**src/rtl/if_byte_fetch.sv**
```systemverilog
// -----------------------------------------------------------------------------
// if_byte_fetch
//
// Instruction-fetch stage that sits directly in front of decode. It owns the
// program counter and builds each 32-bit instruction from four byte reads on
// the shared 8-bit memory port. Bytes are requested back-to-back, one per
// granted cycle, and each byte comes back one cycle after its grant. When all
// four bytes are in, {pc, inst} goes to the IF/ID register with a single-cycle
// valid pulse.
//
// A taken branch/jump from decode redirects the PC. Any byte still in flight
// for the old path is dropped, and a partly built or held instruction is
// never delivered.
//
// Ports
//   clk               clock, all state updates on the rising edge
//   rst               asynchronous, active-high reset
//   stall_in          IF/ID stall from ctrl; blocks delivery and redirects
//   branch_flag_in    redirect request from decode
//   branch_target_in  redirect target PC (used as given, may be unaligned)
//   mem_grant_in      arbiter accepted this cycle's byte request
//   mem_data_in       read byte, valid the cycle after a granted request
//   mem_req_out       byte read request (combinational)
//   mem_addr_out      byte address of the request (combinational)
//   pc_out            PC of the delivered instruction (registered)
//   inst_out          delivered instruction (registered)
//   inst_valid_out    one-cycle pulse: IF/ID loads pc_out/inst_out
//   stallreq_out      to ctrl: no instruction delivered this cycle
// -----------------------------------------------------------------------------
module if_byte_fetch #(
    parameter logic [31:0] RESET_PC = 32'h0
) (
    input  logic        clk,
    input  logic        rst,
    input  logic        stall_in,
    input  logic        branch_flag_in,
    input  logic [31:0] branch_target_in,
    input  logic        mem_grant_in,
    input  logic [7:0]  mem_data_in,
    output logic        mem_req_out,
    output logic [31:0] mem_addr_out,
    output logic [31:0] pc_out,
    output logic [31:0] inst_out,
    output logic        inst_valid_out,
    output logic        stallreq_out
);

    // FETCH: issue byte requests and collect bytes.
    // HOLD : a complete instruction is waiting for the IF/ID stall to clear.
    typedef enum logic {
        FETCH = 1'b0,
        HOLD  = 1'b1
    } state_t;

    state_t      state;
    logic [31:0] pc;
    logic [2:0]  issue_cnt;   // requests granted for this instruction, 0..4
    logic [2:0]  recv_cnt;    // bytes captured for this instruction, 0..3
    logic        pending;     // a granted request's byte arrives this cycle
    logic [23:0] buffer;      // bytes 0..2, little-endian lanes

    logic        req;         // request before reset gating
    logic        granted;
    logic        redirect;
    logic        completing;  // byte 3 is arriving at this edge
    logic        capture;     // bytes 0..2 are written into the buffer

    // NOTE: every signal written here is assigned on every path through the
    // block, so it stays pure combinational logic and never infers a latch.
    always_comb begin
        req          = (state == FETCH) && (issue_cnt < 3'd4);
        mem_req_out  = req && !rst;
        mem_addr_out = rst ? 32'h0 : pc + {29'b0, issue_cnt};
        stallreq_out = !rst && !inst_valid_out;
    end

    assign granted  = req && mem_grant_in;

    // Decode operands are not final while stalled, so a branch seen under a
    // stall is not acted on.
    assign redirect = branch_flag_in && !stall_in;

    assign completing = (state == FETCH) && pending && (recv_cnt == 3'd3);
    assign capture    = (state == FETCH) && pending && (recv_cnt < 3'd3) && !redirect;

    // NOTE: sequential state uses non-blocking assignments only, so every
    // register samples the pre-edge values no matter how the statements in
    // this block are ordered.
    always_ff @(posedge clk or posedge rst) begin
        if (rst) begin
            state          <= FETCH;
            pc             <= RESET_PC;
            issue_cnt      <= 3'd0;
            recv_cnt       <= 3'd0;
            pending        <= 1'b0;
            pc_out         <= 32'h0;
            inst_out       <= 32'h0;
            inst_valid_out <= 1'b0;
        end else begin
            inst_valid_out <= 1'b0;

            if (redirect) begin
                // The redirect beats completion and HOLD release. Clearing
                // pending drops the byte that returns next cycle for a
                // request granted on the old path.
                state     <= FETCH;
                pc        <= branch_target_in;
                issue_cnt <= 3'd0;
                recv_cnt  <= 3'd0;
                pending   <= 1'b0;
            end else begin
                case (state)
                    FETCH: begin
                        if (completing) begin
                            inst_out <= {mem_data_in, buffer};
                            pc_out   <= pc;
                            pending  <= 1'b0;
                            if (stall_in) begin
                                state <= HOLD;
                            end else begin
                                // The next fetch's first request goes out
                                // in the same cycle the pulse is high.
                                inst_valid_out <= 1'b1;
                                pc             <= pc + 32'd4;
                                issue_cnt      <= 3'd0;
                                recv_cnt       <= 3'd0;
                            end
                        end else begin
                            if (granted) begin
                                issue_cnt <= issue_cnt + 3'd1;
                            end
                            pending <= granted;
                            if (pending) begin
                                recv_cnt <= recv_cnt + 3'd1;
                            end
                        end
                    end

                    HOLD: begin
                        if (!stall_in) begin
                            state          <= FETCH;
                            inst_valid_out <= 1'b1;
                            pc             <= pc + 32'd4;
                            issue_cnt      <= 3'd0;
                            recv_cnt       <= 3'd0;
                            pending        <= 1'b0;
                        end
                    end

                    default: begin
                        state <= FETCH;
                    end
                endcase
            end
        end
    end

    // NOTE: the byte buffer is pure datapath and has no reset. recv_cnt
    // decides which lanes hold valid bytes, so old contents are overwritten
    // before they are used and are never merged into a new instruction.
    always_ff @(posedge clk) begin
        if (capture) begin
            case (recv_cnt)
                3'd0:    buffer[7:0]   <= mem_data_in;
                3'd1:    buffer[15:8]  <= mem_data_in;
                3'd2:    buffer[23:16] <= mem_data_in;
                default: buffer        <= buffer;
            endcase
        end
    end

    // A delivery is always followed by at least one full byte fetch, so two
    // pulses can never be adjacent.
    a_single_pulse: assert property (
        @(posedge clk) disable iff (rst) inst_valid_out |=> !inst_valid_out
    );

    // Every captured byte belongs to a granted request.
    a_recv_le_issue: assert property (
        @(posedge clk) disable iff (rst) recv_cnt <= issue_cnt
    );

    // A byte can only be outstanding after at least one grant.
    a_pending_has_issue: assert property (
        @(posedge clk) disable iff (rst) pending |-> (issue_cnt != 3'd0)
    );

endmodule
```
**config.mk**
```make
export PLATFORM = sky130hd
export DESIGN_NAME = if_byte_fetch
export DESIGN_NICKNAME = d
export VERILOG_FILES = /design/src/rtl/if_byte_fetch.sv
export SDC_FILE = /design/constraint.sdc
export NUM_CORES = 1
export LEC_CHECK = 0
export CAP_MARGIN = 20
export CELL_PAD_IN_SITES_DETAIL_PLACEMENT = 0
export CELL_PAD_IN_SITES_GLOBAL_PLACEMENT = 1
export CORE_MARGIN = 3
export CORE_UTILIZATION = 40
export DETAILED_ROUTE_END_ITERATION = 10
export HOLD_SLACK_MARGIN = 0.12
export PLACE_DENSITY = 0.87
export SYNTH_ARGS = -nofsm -noshare
export SYNTH_HDL_FRONTEND = slang
export SYNTH_SLANG_ARGS = --single-unit
```
**constraint.sdc**
```tcl
create_clock -name clk -period 5.56 [get_ports clk]
set_input_delay 1.39 -clock clk [delete_from_list [all_inputs] [get_ports clk]]
set_output_delay 1.39 -clock clk [all_outputs]
set_load 0.05 [all_outputs]
```
Yosys cells after proc, flatten, opt, wreduce, memory -nomap -nowiden
Index checks and enable logic that the tools add are counted.

storage, ports and cells
  register bits after elaboration = 129
  latch bits = 0
  RAM bits = 0
  memory bits (read-only) = 0
  bits of input ports = 45
  output and inout bits = 99
  memories = 0

operators by class
  add/subtract/negate cells = 4
  multiply operators = 0
  div/mod/pow operators = 0
  $lt $le $gt $ge = 2
  eq/ne operators = 7
  shifts and indexed selects = 0
  multiplexer cells = 27
  bitwise logic cells = 2
  reduce and logical (&&, ||, !) cells = 18

operators with widths
  cell                                                                      count
  32-bit 2-to-1 mux                                                         4
  32-bit one-hot mux with 2 select lines                                    1
  32-bit by 3-bit adder with 32-bit output                                  1
  32-bit by 3-bit adder with 32-bit output (second input constant)          1
  3-bit 2-to-1 mux                                                          8
  3-bit one-hot mux with 2 select lines                                     2
  1-bit logical AND                                                         9
  1-bit 2-to-1 mux                                                          9
  4-bit inequality test (second input constant)                             2
  3-bit by 1-bit adder with 3-bit output (second input constant)            2
  3-bit by 2-bit equality test with 1-bit output (second input constant)    2
  1-bit one-hot mux with 2 select lines                                     3
  2-bit AND reduction                                                       3
  1-bit logical NOT                                                         4
  3-bit by 1-bit equality test with 1-bit output (second input constant)    1
  3-bit logical NOT                                                         1
  3-bit by 2-bit < comparator with 1-bit output (second input constant)     1
  3-bit < comparator (second input constant)                                1
  3-bit by 2-bit inequality test with 1-bit output (second input constant)  1
  3-bit inequality test (second input constant)                             1
  3-bit AND reduction                                                       1
  1-bit NOT                                                                 2

Longest topological paths before layout
Gate-level depths: netlist of run 1.

  word-level depth = 7
  gate-level depth with buffers = 9

Worst setup path after synthesis of run 1
No wires, ideal clock.

  kind = input -> output
  from = input rst
  to = output mem_addr_out[2]
  arrival = 2649 ps
  required time = 4170 ps
  setup slack = 1521 ps
  stages on the path = 2
  cells stage by stage = clkbuf_1 > nor3_1

on the way
  word-level cells in the longest chain between the ends = 1

ends and longest elaborated chain
  element            line  source
  from (decl)        34    input logic rst,
  32-bit 2-to-1 mux  73    mem_addr_out = rst ? 32'h0 : pc + {29'b0, issue_cnt};
  to (decl)          41    output logic [31:0] mem_addr_out,

Every way passes these cells.

Worst setup path in the final report of run 1
  from = register issue_cnt[0]
  to = output mem_addr_out[14]

on the way
  word-level cells in the longest chain between the ends = 2

ends and longest elaborated chain
  element                                   line  source
  from (decl)                               57    logic [2:0] issue_cnt;
  from (signal assigned)                    130   issue_cnt <= issue_cnt + 3'd1;
  32-bit by 3-bit adder with 32-bit output  73
  32-bit 2-to-1 mux                         73

Every way passes these cells.

==> impl_metrics.csv, run 1 <==
group,metric,value,unit
timing,slew_headroom,37.4,%
synth,syn_area,0.00656,mm²
grt,grt_first_pass_wirelength,29300,µm
cells_and_area,fin_util,53.9,%
cells_and_area,multi_input_area,0.00282,mm²
synth,ys_seq_elements,129,
synth,synthCells,599,
grt,gr-total-overflow,0,
min_path,min-delay-start,"buffer[23]$_DFFE_PP_",
power_and_ir_drop,leakage,3.51,nW
setup_path,required,4170,ps
route,routed_wl,18900,µm
route,drt-pass1-iter-count,6,
timing,rsz0062_at_grt,"no",
clock_network,path_clk_slew,50,ps
job,max-cap-violations,0,
clock_network,htree_levels,4,
setup_path,cp_max_fo,17,
timing,fmax,0.209,GHz
min_path,min_to,"inst_out[23]$_DFFE_PP0P_",
floorplan,die_x,134,µm
timing,finalHoldViolCount,0,
synth,syn_nets,655,
cells_and_area,syn_to_final_growth,31.0,%
grt,grt_pass1_vias,5281,
clock_network,cts_root_buffer,"clkbuf_16",
timing,fin_worst_skew,12.0,ps
clock_network,cts_setup_buffers,0,
timing,setup_violations,0,
setup_path,endpoint_kind,"output port",
floorplan,rows,46,
route,drt_iter0_drc,477,
setup_path,arrival,3400,ps
grt,antenna_found_initial,0,
grt,grt_max_degree,75,
cells_and_area,ff_latch_area,0.00335,mm²
synth,synth_edf_count,24,
timing,fin_tns_setup,0,ps
synth,seq_area_frac_synth,51.1,%
synth,syn_avg_cell_area,10.9,µm²
timing,min_period,4790,ps
power_and_ir_drop,ir_worst_vdd,0.225,mV
cells_and_area,fillers,1395,
route,postRouteAntennaNets,0,
clock_network,cts_hold_buf,0,
cells_and_area,antenna_cells,0,
clock_network,cts-buffers-inserted,17,
cells_and_area,num-nets-final,783,
min_path,min_path_cells,1,
floorplan,coreArea,0.0159,mm²
power_and_ir_drop,power.total,0.00392,W
floorplan,start_util,41.1,%
setup_path,reg2reg_depth,8,
clock_network,clk_latency,420,ps
floorplan,fp.dieH,134,µm
setup_path,r2r-end,"pc[22]$_DFFE_PP0P_",
synth,synth_ff_type,"dfrtp_1",
timing,tightest_slew,940,ps
cells_and_area,drive_gt1_share,16.9,%
route,wl_per_cell,19.8,µm
setup_path,reg2reg_from,"recv_cnt[0]$_DFFE_PP0P_",
setup_path,reg2reg_slack,2820,ps
power_and_ir_drop,p_per_area,457,mW/mm²
route,viasPerCell,5.66,
synth,async_flop_share,81.4,%
clock_network,cts_max_path_buffers,2,
floorplan,dieArea,0.0180,mm²
placed_design,gp_congestion,0.921,
synth,yosys_warnings,0,
floorplan,io_pins,144,
outcome,status,"finished, final reports clean",
placed_design,portBuffers,143,
synth,synth.distinct_cells,69,
timing,slew_viol_final,0,
placed_design,place_hpwl,13100,µm
grt,grt_usage,20.9,%
route,vias,5407,
clock_network,ctsResizeCount,0,
setup_path,crit_type,"flop to output port",
route,route.detailed.drc,0,
setup_path,critPathLaunchType,"flop",
clock_network,cts_tree,"done",
timing,fin_crit_sh,86.1,%
clock_network,cts_sinks,129,
min_path,holdCritPathClass,"flop to flop",
cells by family after synthesis:
family | count (synthesis) | share of synthesized area [%]
DFF | 129 | 51.1
and+or+nand+nor | 204 | 16.5
muxes | 64 | 10.9
AOI/OAI and AO/OA | 107 | 10.5
buffers and inverters | 62 | 5.91
adders and majority gates | 11 | 2.21
xor gates and xnor gates | 22 | 2.94
layout make-up:
cell class | instances | area share, %
Clock inverter | 13 | 1.60
Inverter | 15 | 0.685
Clock buffer | 19 | 5.16
Sequential cell | 129 | 39.0
Timing Repair Buffer | 156 | 17.6
Multi-Input combinational cell | 408 | 32.9
Tap cell | 216 | 3.15
placed cells by master (no fill, tap or decap), types with 3 or more instances in the layout:
cell,count
a21oi_1,27
a31oi_1,3
nor2_1,51
clkinv_2,3
clkdlybuf4s50_1,135
edfxtp_1,24
or4_1,7
nand2_1,40
or3_2,3
mux2_2,60
ha_1,10
nand4_1,16
clkbuf_16,17
nor3_1,16
buf_4,21
nor2b_1,5
o311ai_0,3
and2_1,3
or3_1,9
xnor2_1,13
a22oi_1,10
nand3_1,23
nor4_1,14
mux2i_1,4
o211ai_1,9
dfrtp_1,105
xor2_1,9
inv_1,14
o21ai_0,30
a221o_1,5
clkinv_4,4
metrics by stage:
stage | worst slack [ps] | hold WS [ps] | instance area (µm²) | instances
2_1_floorplan | 1030 | 455 | 6560 | 599
3_3_place_gp | 1120 | 458 | 8010 | 924
3_5_place_dp | 1040 | 464 | 8010 | 924
4_1_cts | 765 | 481 | 8590 | 956
5_1_grt | 584 | 481 | 8590 | 956
6_report | 772 | 478 | 8590 | 956
report_power, final:
part | total, W | switching, W | leakage (nW) | internal [W]
combinational | 0.00147 | 0.000946 | 1.63 | 0.000528
sequential | 0.00136 | 0.000184 | 1.60 | 0.00117
clock | 0.00109 | 0.000422 | 0.281 | 0.000671
total | 0.00392 | 0.00155 | 3.51 | 0.00237
worst max-delay path: stages (launching register included):
cell and delay, ps:
dfrtp_1 390, ha_1 220, inv_1 70, fa_1 380, nor2b_1 200, o211ai_1 100
buf_4 230, or3_1 330, a21oi_1 210, clkdlybuf4s50_1 850
worst max-delay path by stage:
stage          slack, ps                       to                startpoint  cells after the start
5_1_grt              580         mem_addr_out[26]  issue_cnt[0]$_DFFE_PP0P_                     10
3_3_place_gp        1120         mem_addr_out[12]                       rst                      4
4_1_cts              760         mem_addr_out[14]  issue_cnt[0]$_DFFE_PP0P_                      9
6_report             770         mem_addr_out[14]  issue_cnt[0]$_DFFE_PP0P_                      9
2_1_floorplan       1030  inst_out[0]$_DFFE_PP0P_                       rst                      3
3_5_place_dp        1040         mem_addr_out[14]                       rst                      4
metal layers:
layer	part of all wire, %	track usage, %
met5	0	0
met4	2.7	7.47
met3	6.6	5.29
met2	47	33.9
met1	44	27.4
synth_stat cells, types with 2 or more instances:
cell type / number / share of area, %
dfrtp_1: 105 / 40
mux2_2: 60 / 10
nor2_1: 51 / 2.9
nand2_1: 40 / 2.3
o21ai_0: 30 / 2.3
a21oi_1: 27 / 2.1
edfxtp_1: 24 / 11
nand3_1: 23 / 1.8
clkbuf_1: 19 / 1.1
nand4_1: 16 / 1.5
nor3_1: 16 / 1.2
inv_1: 15 / 0.86
nor4_1: 14 / 1.3
xnor2_1: 13 / 1.7
a22oi_1: 10 / 1.1
ha_1: 10 / 1.9
o211ai_1: 9 / 1.0
or3_1: 9 / 0.86
xor2_1: 9 / 1.2
clkbuf_8: 7 / 1.5
or4_1: 7 / 0.80
buf_1: 6 / 0.34
buf_4: 6 / 0.69
a221o_1: 5 / 0.76
nor2b_1: 5 / 0.48
buf_2: 4 / 0.31
mux2i_1: 4 / 0.61
a31oi_1: 3 / 0.29
and2_1: 3 / 0.29
o311ai_0: 3 / 0.40
or3_2: 3 / 0.34
a21o_1: 2 / 0.23
a311oi_1: 2 / 0.27
a32oi_1: 2 / 0.27
o22a_1: 2 / 0.27
or2_2: 2 / 0.19
sequential cells by signal (all words and copies together), names as in the netlist:
| signal | flops |
|---|---|
| pc_out | 32 |
| pc | 32 |
| state | 1 |
| pending | 1 |
| recv_cnt | 3 |
| inst_valid_out | 1 |
| inst_out | 32 |
| buffer | 24 |
| issue_cnt | 3 |
Power figures use the tool's default switching activity.
==> run 2, diff against run 1 <==
- PLACE_DENSITY: 0.87 -> default
- PLACE_DENSITY_LB_ADDON: default -> 0.1
==> run 2 against run 1 <==
  * Sequential power about the same
  * Worst hold slack worse by 2.0 ps
  * Power grew 1.8%
  * Clock skew shrank 5.5 ps
  * Global-route usage decreased by 0.072 points
  * Critical path type unchanged
==> impl_metrics.csv, run 2 (synthesis gave the netlist of run 1 again) <==
group,metric,value,unit
route,drt_iter0_drc,327,
power_and_ir_drop,p_switching,0.00153,W
placed_design,place_hpwl,12900,µm
grt,grt_first_pass_wirelength,29400,µm
clock_network,cts_max_path_buffers,2,
grt,grt_max_degree,47,
cells_and_area,syn_to_final_growth,32.1,%
power_and_ir_drop,ir_worst_vdd,0.215,mV
cells_and_area,multi_input_area,0.00282,mm²
clock_network,cts_root_buffer,"clkbuf_16",
timing,fin_tns_setup,0,ps
timing,slew_viol_final,0,
clock_network,cts_hold_buf,0,
setup_path,r2r-end,"pc[19]$_DFFE_PP0P_",
floorplan,dieArea,0.0180,mm²
floorplan,fp.dieH,134,µm
min_path,holdCritPathClass,"flop to flop",
floorplan,rows,46,
setup_path,cp_max_fo,7,
timing,min_period,4820,ps
route,vias,5266,
setup_path,crit_type,"flop to output port",
cells_and_area,fin_util,54.3,%
setup_path,required,4170,ps
power_and_ir_drop,p_comb_share,36.6,%
timing,fmax,0.208,GHz
setup_path,critPathLaunchType,"flop",
timing,holdWs,476,ps
cells_and_area,reg.largest.list,"inst_out (32), pc (32), pc_out (32)",
grt,grt_usage,20.9,%
floorplan,io_pins,144,
floorplan,start_util,41.1,%
min_path,min_to,"inst_out[7]$_DFFE_PP0P_",
route,drt-pass1-iter-count,5,
grt,gr-total-overflow,0,
power_and_ir_drop,p_seq_share,33.8,%
power_and_ir_drop,p_per_area,461,mW/mm²
timing,setup_violations,0,
clock_network,cts_setup_buffers,0,
cells_and_area,num-nets-final,786,
floorplan,coreArea,0.0159,mm²
timing,finalHoldViolCount,0,
timing,rsz0062_at_grt,"no",
placed_design,portBuffers,143,
clock_network,cts-buffers-inserted,17,
route,postRouteAntennaNets,0,
floorplan,die_x,134,µm
power_and_ir_drop,leakage,3.54,nW
timing,fin_worst_skew,6.48,ps
grt,antenna_found_initial,0,
timing,slew_headroom,40.0,%
route,route.detailed.drc,0,
setup_path,reg2reg_from,"recv_cnt[0]$_DFFE_PP0P_",
route,viasPerCell,5.49,
clock_network,htree_levels,4,
timing,fin_crit_sh,86.6,%
cells_and_area,antenna_cells,0,
placed_design,pre_cts_ws,1090,ps
min_path,min-delay-start,"buffer[7]$_DFFE_PP_",
setup_path,reg2reg_depth,8,
clock_network,clk_latency,410,ps
timing,tightest_slew,892,ps
job,max-cap-violations,0,
grt,grt_pass1_vias,5471,
clock_network,ctsResizeCount,0,
outcome,status,"finished, final reports clean",
route,top_layer_used,"met4",
placed_design,dpl.cell_count,927,
min_path,min_path_cells,1,
cells_and_area,fillers,1431,
setup_path,crit_path_start,"pc[2]$_DFFE_PP0P_",
power_and_ir_drop,power.internal,0.00247,W
cells_and_area,drive_gt1_share,17.2,%
clock_network,cts_sinks,129,
timing,worst_slack,743,ps
route,wl_met3,874,µm
route,wl_met1,7900,µm
cells_and_area,layoutNonFillerInstCount,959,
placed_design,gp_congestion,0.863,
clock_network,cts_tree,"done",
route,wl_per_cell,19.0,µm
power_and_ir_drop,pwr-share-clk,29.6,%
setup_path,reg2reg_slack,2520,ps
route,routed-wl-met2,9130,µm
route,routed_wl,18300,µm
cells_and_area,final_cell_mix,"135 x clkdlybuf4s50_1, 105 x dfrtp_1, 60 x mux2_2",
setup_path,arrival,3430,ps
cells_and_area,final_common_cell,"clkdlybuf4s50_1",
cells_and_area,ff_latch_area,0.00335,mm²
clock_network,path_clk_slew,60,ps
setup_path,endpoint_kind,"output port",
power_and_ir_drop,switching_share,38.2,%
[run 2: cell types whose count changed in the layout (fill, tap and decap cells not counted), sizes merged]
cell and change:
buf +3, bufinv +2, clkbuf +1, clkinv -3
[run 2: how the worst max path moves through the flow]
stage / depth (start not counted) / slack, ps / to
floorplan: 3 / 1030 / inst_out[0]$_DFFE_PP0P_
global placement: 4 / 1130 / mem_addr_out[14]
detailed placement: 4 / 1090 / mem_addr_out[12]
CTS: 9 / 770 / mem_addr_out[12]
global route: 7 / 560 / mem_addr_out[23]
finish: 7 / 740 / mem_addr_out[23]
[run 2: per-stage QoR]
stage	total power, W	instance area [µm²]
after floorplan	0.00235	6560
after global placement	0.00281	8030
after detailed placement	0.00284	8030
after CTS	0.00403	8660
after global routing	0.00418	8660
final	0.00399	8660
[run 2: area by class of cell]
| cell class | instances | area share [%] |
|---|---|---|
| timing repair buffer | 159 | 17.7 |
| clock buffer | 20 | 5.16 |
| clock inverter | 12 | 2.12 |
| multi-input combinational | 408 | 32.6 |
| sequential | 129 | 38.7 |
| inverter | 15 | 0.679 |
| tap | 216 | 3.12 |
[run 2: layer usage]
metal / GRT usage, % / vias to the layer above
li1: - / 2449
met1: 26.6 / 2609
met2: 35.3 / 178
met3: 4.31 / 30
met4: 7.47 / 0
met5: 0 / -
[run 2: worst max-delay path, stage by stage (launching register included)]
cell and delay [ps]:
dfrtp_1 460, ha_1 370, o211ai_1 160, nor2_1 520, nand4_1 360, xor2_1 230
nor2_1 90, clkdlybuf4s50_1 810
[run 2: power by group through the flow]
stage                     logic [W]  registers [W]  clock network [W]
final                       0.00146        0.00135            0.00118
after global routing        0.00154        0.00138            0.00125
after CTS                   0.00148        0.00135            0.00120
after detailed placement    0.00147        0.00137                  0
after global placement      0.00146        0.00136                  0
after floorplan            0.000534        0.00181                  0
==> run 3, diff against run 2 <==
- clock period: 5.56 -> 5.2 ns (I/O delays scaled with it)
==> run 3 against run 2 <==
  * Core utilization fell by 0.66 points
  * Non-clock buffer count fell by 2
  * Routed wire length fell by 0.31%
  * Clock power barely moved
==> impl_metrics.csv, run 3 (synthesis gave the netlist of run 1 again) <==
group,metric,value,unit
clock_network,cts-buffers-inserted,17,
cells_and_area,final_common_cell,"clkdlybuf4s50_1",
placed_design,gp_congestion,0.856,
route,drt_iter0_drc,414,
timing,fmax,0.239,GHz
placed_design,portBuffers,143,
power_and_ir_drop,ir_worst_vdd,0.225,mV
setup_path,cp_max_fo,17,
setup_path,crit_type,"flop to output port",
route,vias,5200,
power_and_ir_drop,leakage,3.56,nW
timing,setup_violations,0,
floorplan,io_pins,144,
route,drt-pass1-iter-count,5,
grt,grt_first_pass_wirelength,29100,µm
cells_and_area,num-nets-final,784,
cells_and_area,antenna_cells,0,
clock_network,ctsResizeCount,0,
timing,min_period,4180,ps
timing,fin_crit_sh,80.4,%
setup_path,required,3900,ps
timing,rsz0062_at_grt,"no",
clock_network,clk_latency,420,ps
grt,gr-total-overflow,0,
clock_network,cts_tree,"done",
timing,slew_viol_final,0,
route,viasPerCell,5.43,
clock_network,cts_max_path_buffers,2,
cells_and_area,reg.largest.list,"inst_out (32), pc (32), pc_out (32)",
floorplan,die_x,134,µm
timing,tightest_slew,845,ps
min_path,holdCritPathClass,"flop to flop",
cells_and_area,drive_gt1_share,20.5,%
cells_and_area,syn_to_final_growth,30.5,%
grt,antenna_found_initial,0,
placed_design,dpl.cell_count,925,
grt,grt_usage,20.8,%
route,routed_wl,18200,µm
clock_network,path_clk_slew,60,ps
setup_path,arrival,2880,ps
timing,finalHoldViolCount,0,
placed_design,place_hpwl,12700,µm
min_path,min-delay-start,"buffer[7]$_DFFE_PP_",
timing,fin_worst_skew,12.1,ps
clock_network,cts_setup_buffers,0,
setup_path,reg2reg_depth,8,
setup_path,endpoint_kind,"output port",
cells_and_area,fillers,1429,
min_path,min_path_cells,1,
timing,fin_tns_setup,0,ps
outcome,status,"finished, final reports clean",
floorplan,fp.dieH,134,µm
floorplan,coreArea,0.0159,mm²
job,max-cap-violations,0,
setup_path,r2r-end,"pc[19]$_DFFE_PP0P_",
clock_network,cts_hold_buf,0,
setup_path,critPathLaunchType,"flop",
timing,slew_headroom,43.3,%
route,wl_per_cell,19.0,µm
route,postRouteAntennaNets,0,
setup_path,reg2reg_slack,2210,ps
cells_and_area,final_cell_mix,"109 x clkdlybuf4s50_1, 105 x dfrtp_1, 60 x mux2_2",
floorplan,dieArea,0.0180,mm²
clock_network,htree_levels,4,
cells_and_area,layoutNonFillerInstCount,957,
grt,grt_max_degree,69,
clock_network,cts_root_buffer,"clkbuf_16",
clock_network,cts_sinks,129,
floorplan,start_util,41.1,%
min_path,min_to,"inst_out[7]$_DFFE_PP0P_",
setup_path,reg2reg_from,"recv_cnt[0]$_DFFE_PP0P_",
power_and_ir_drop,p_per_area,488,mW/mm²
floorplan,rows,46,
route,route.detailed.drc,0,
grt,grt_pass1_vias,5272,
-- run 3: changes by cell type in the layout (fill, tap and decap cells not counted), sizes merged --
cell,before,now
clkinv,5,6
buf,24,48
bufinv,4,2
clkbuf,20,21
clkdlybuf4s50,135,109
-- run 3: per-stage QoR --
stage	area, µm²	setup WS [ps]	utilization, %	hold slack [ps]	power (W)
after floorplan	6560	755	-	455	0.00251
after global placement	7960	1470	49.9	459	0.00300
after detailed placement	7960	1440	49.9	465	0.00303
after CTS	8560	981	53.7	479	0.00423
after global routing	8560	814	53.7	495	0.00438
final	8560	1020	53.7	475	0.00418
-- run 3: worst max path at each step --
stage	start	endpoint	slack (ps)	cells past startpoint
after CTS	issue_cnt[0]$_DFFE_PP0P_	mem_addr_out[8]	980	9
after detailed placement	rst	mem_addr_out[17]	1440	4
after floorplan	rst	inst_out[0]$_DFFE_PP0P_	760	3
after global routing	issue_cnt[0]$_DFFE_PP0P_	mem_addr_out[26]	810	10
final	issue_cnt[0]$_DFFE_PP0P_	mem_addr_out[8]	1020	9
after global placement	branch_flag_in	pc[25]$_DFFE_PP0P_	1470	7
-- run 3: power by group --
part           internal [W]  switching, W  leakage, nW  total [W]
Combinational      0.000557      0.000997         1.68    0.00155
Clock              0.000735      0.000446        0.284    0.00118
Sequential          0.00125      0.000191         1.60    0.00144
Total               0.00254       0.00163         3.56    0.00418
-- run 3: final cells by class --
class	instances	area, µm²	area share [%]
well taps	216	270	3.16
clock inverters	11	133	1.55
flip-flops and latches	129	3350	39.1
inverters	15	58.8	0.687
repair buffers	157	1460	17.1
clock buffers	21	460	5.38
multi-input cells	408	2820	33.0
-- run 3: worst max-delay path, stage by stage, from the launching register on --
cell and delay (ps):
dfrtp_1 400, ha_1 220, inv_1 70, fa_1 380, nor2b_1 240, o211ai_1 110, buf_4 230, or3_2 430
a21oi_1 160, buf_4 220
-- run 3: layer usage --
layer  vias up  global-route usage [%]  wire (µm)  share of wire [%]
met3        21                    5.48       1150                6.3
met4         0                    6.22        214                1.2
met5         -                       0          0                  0
met2       208                    34.6       9170                 50
li1       2451                       -          -                  -
met1      2520                    26.9       7680                 42
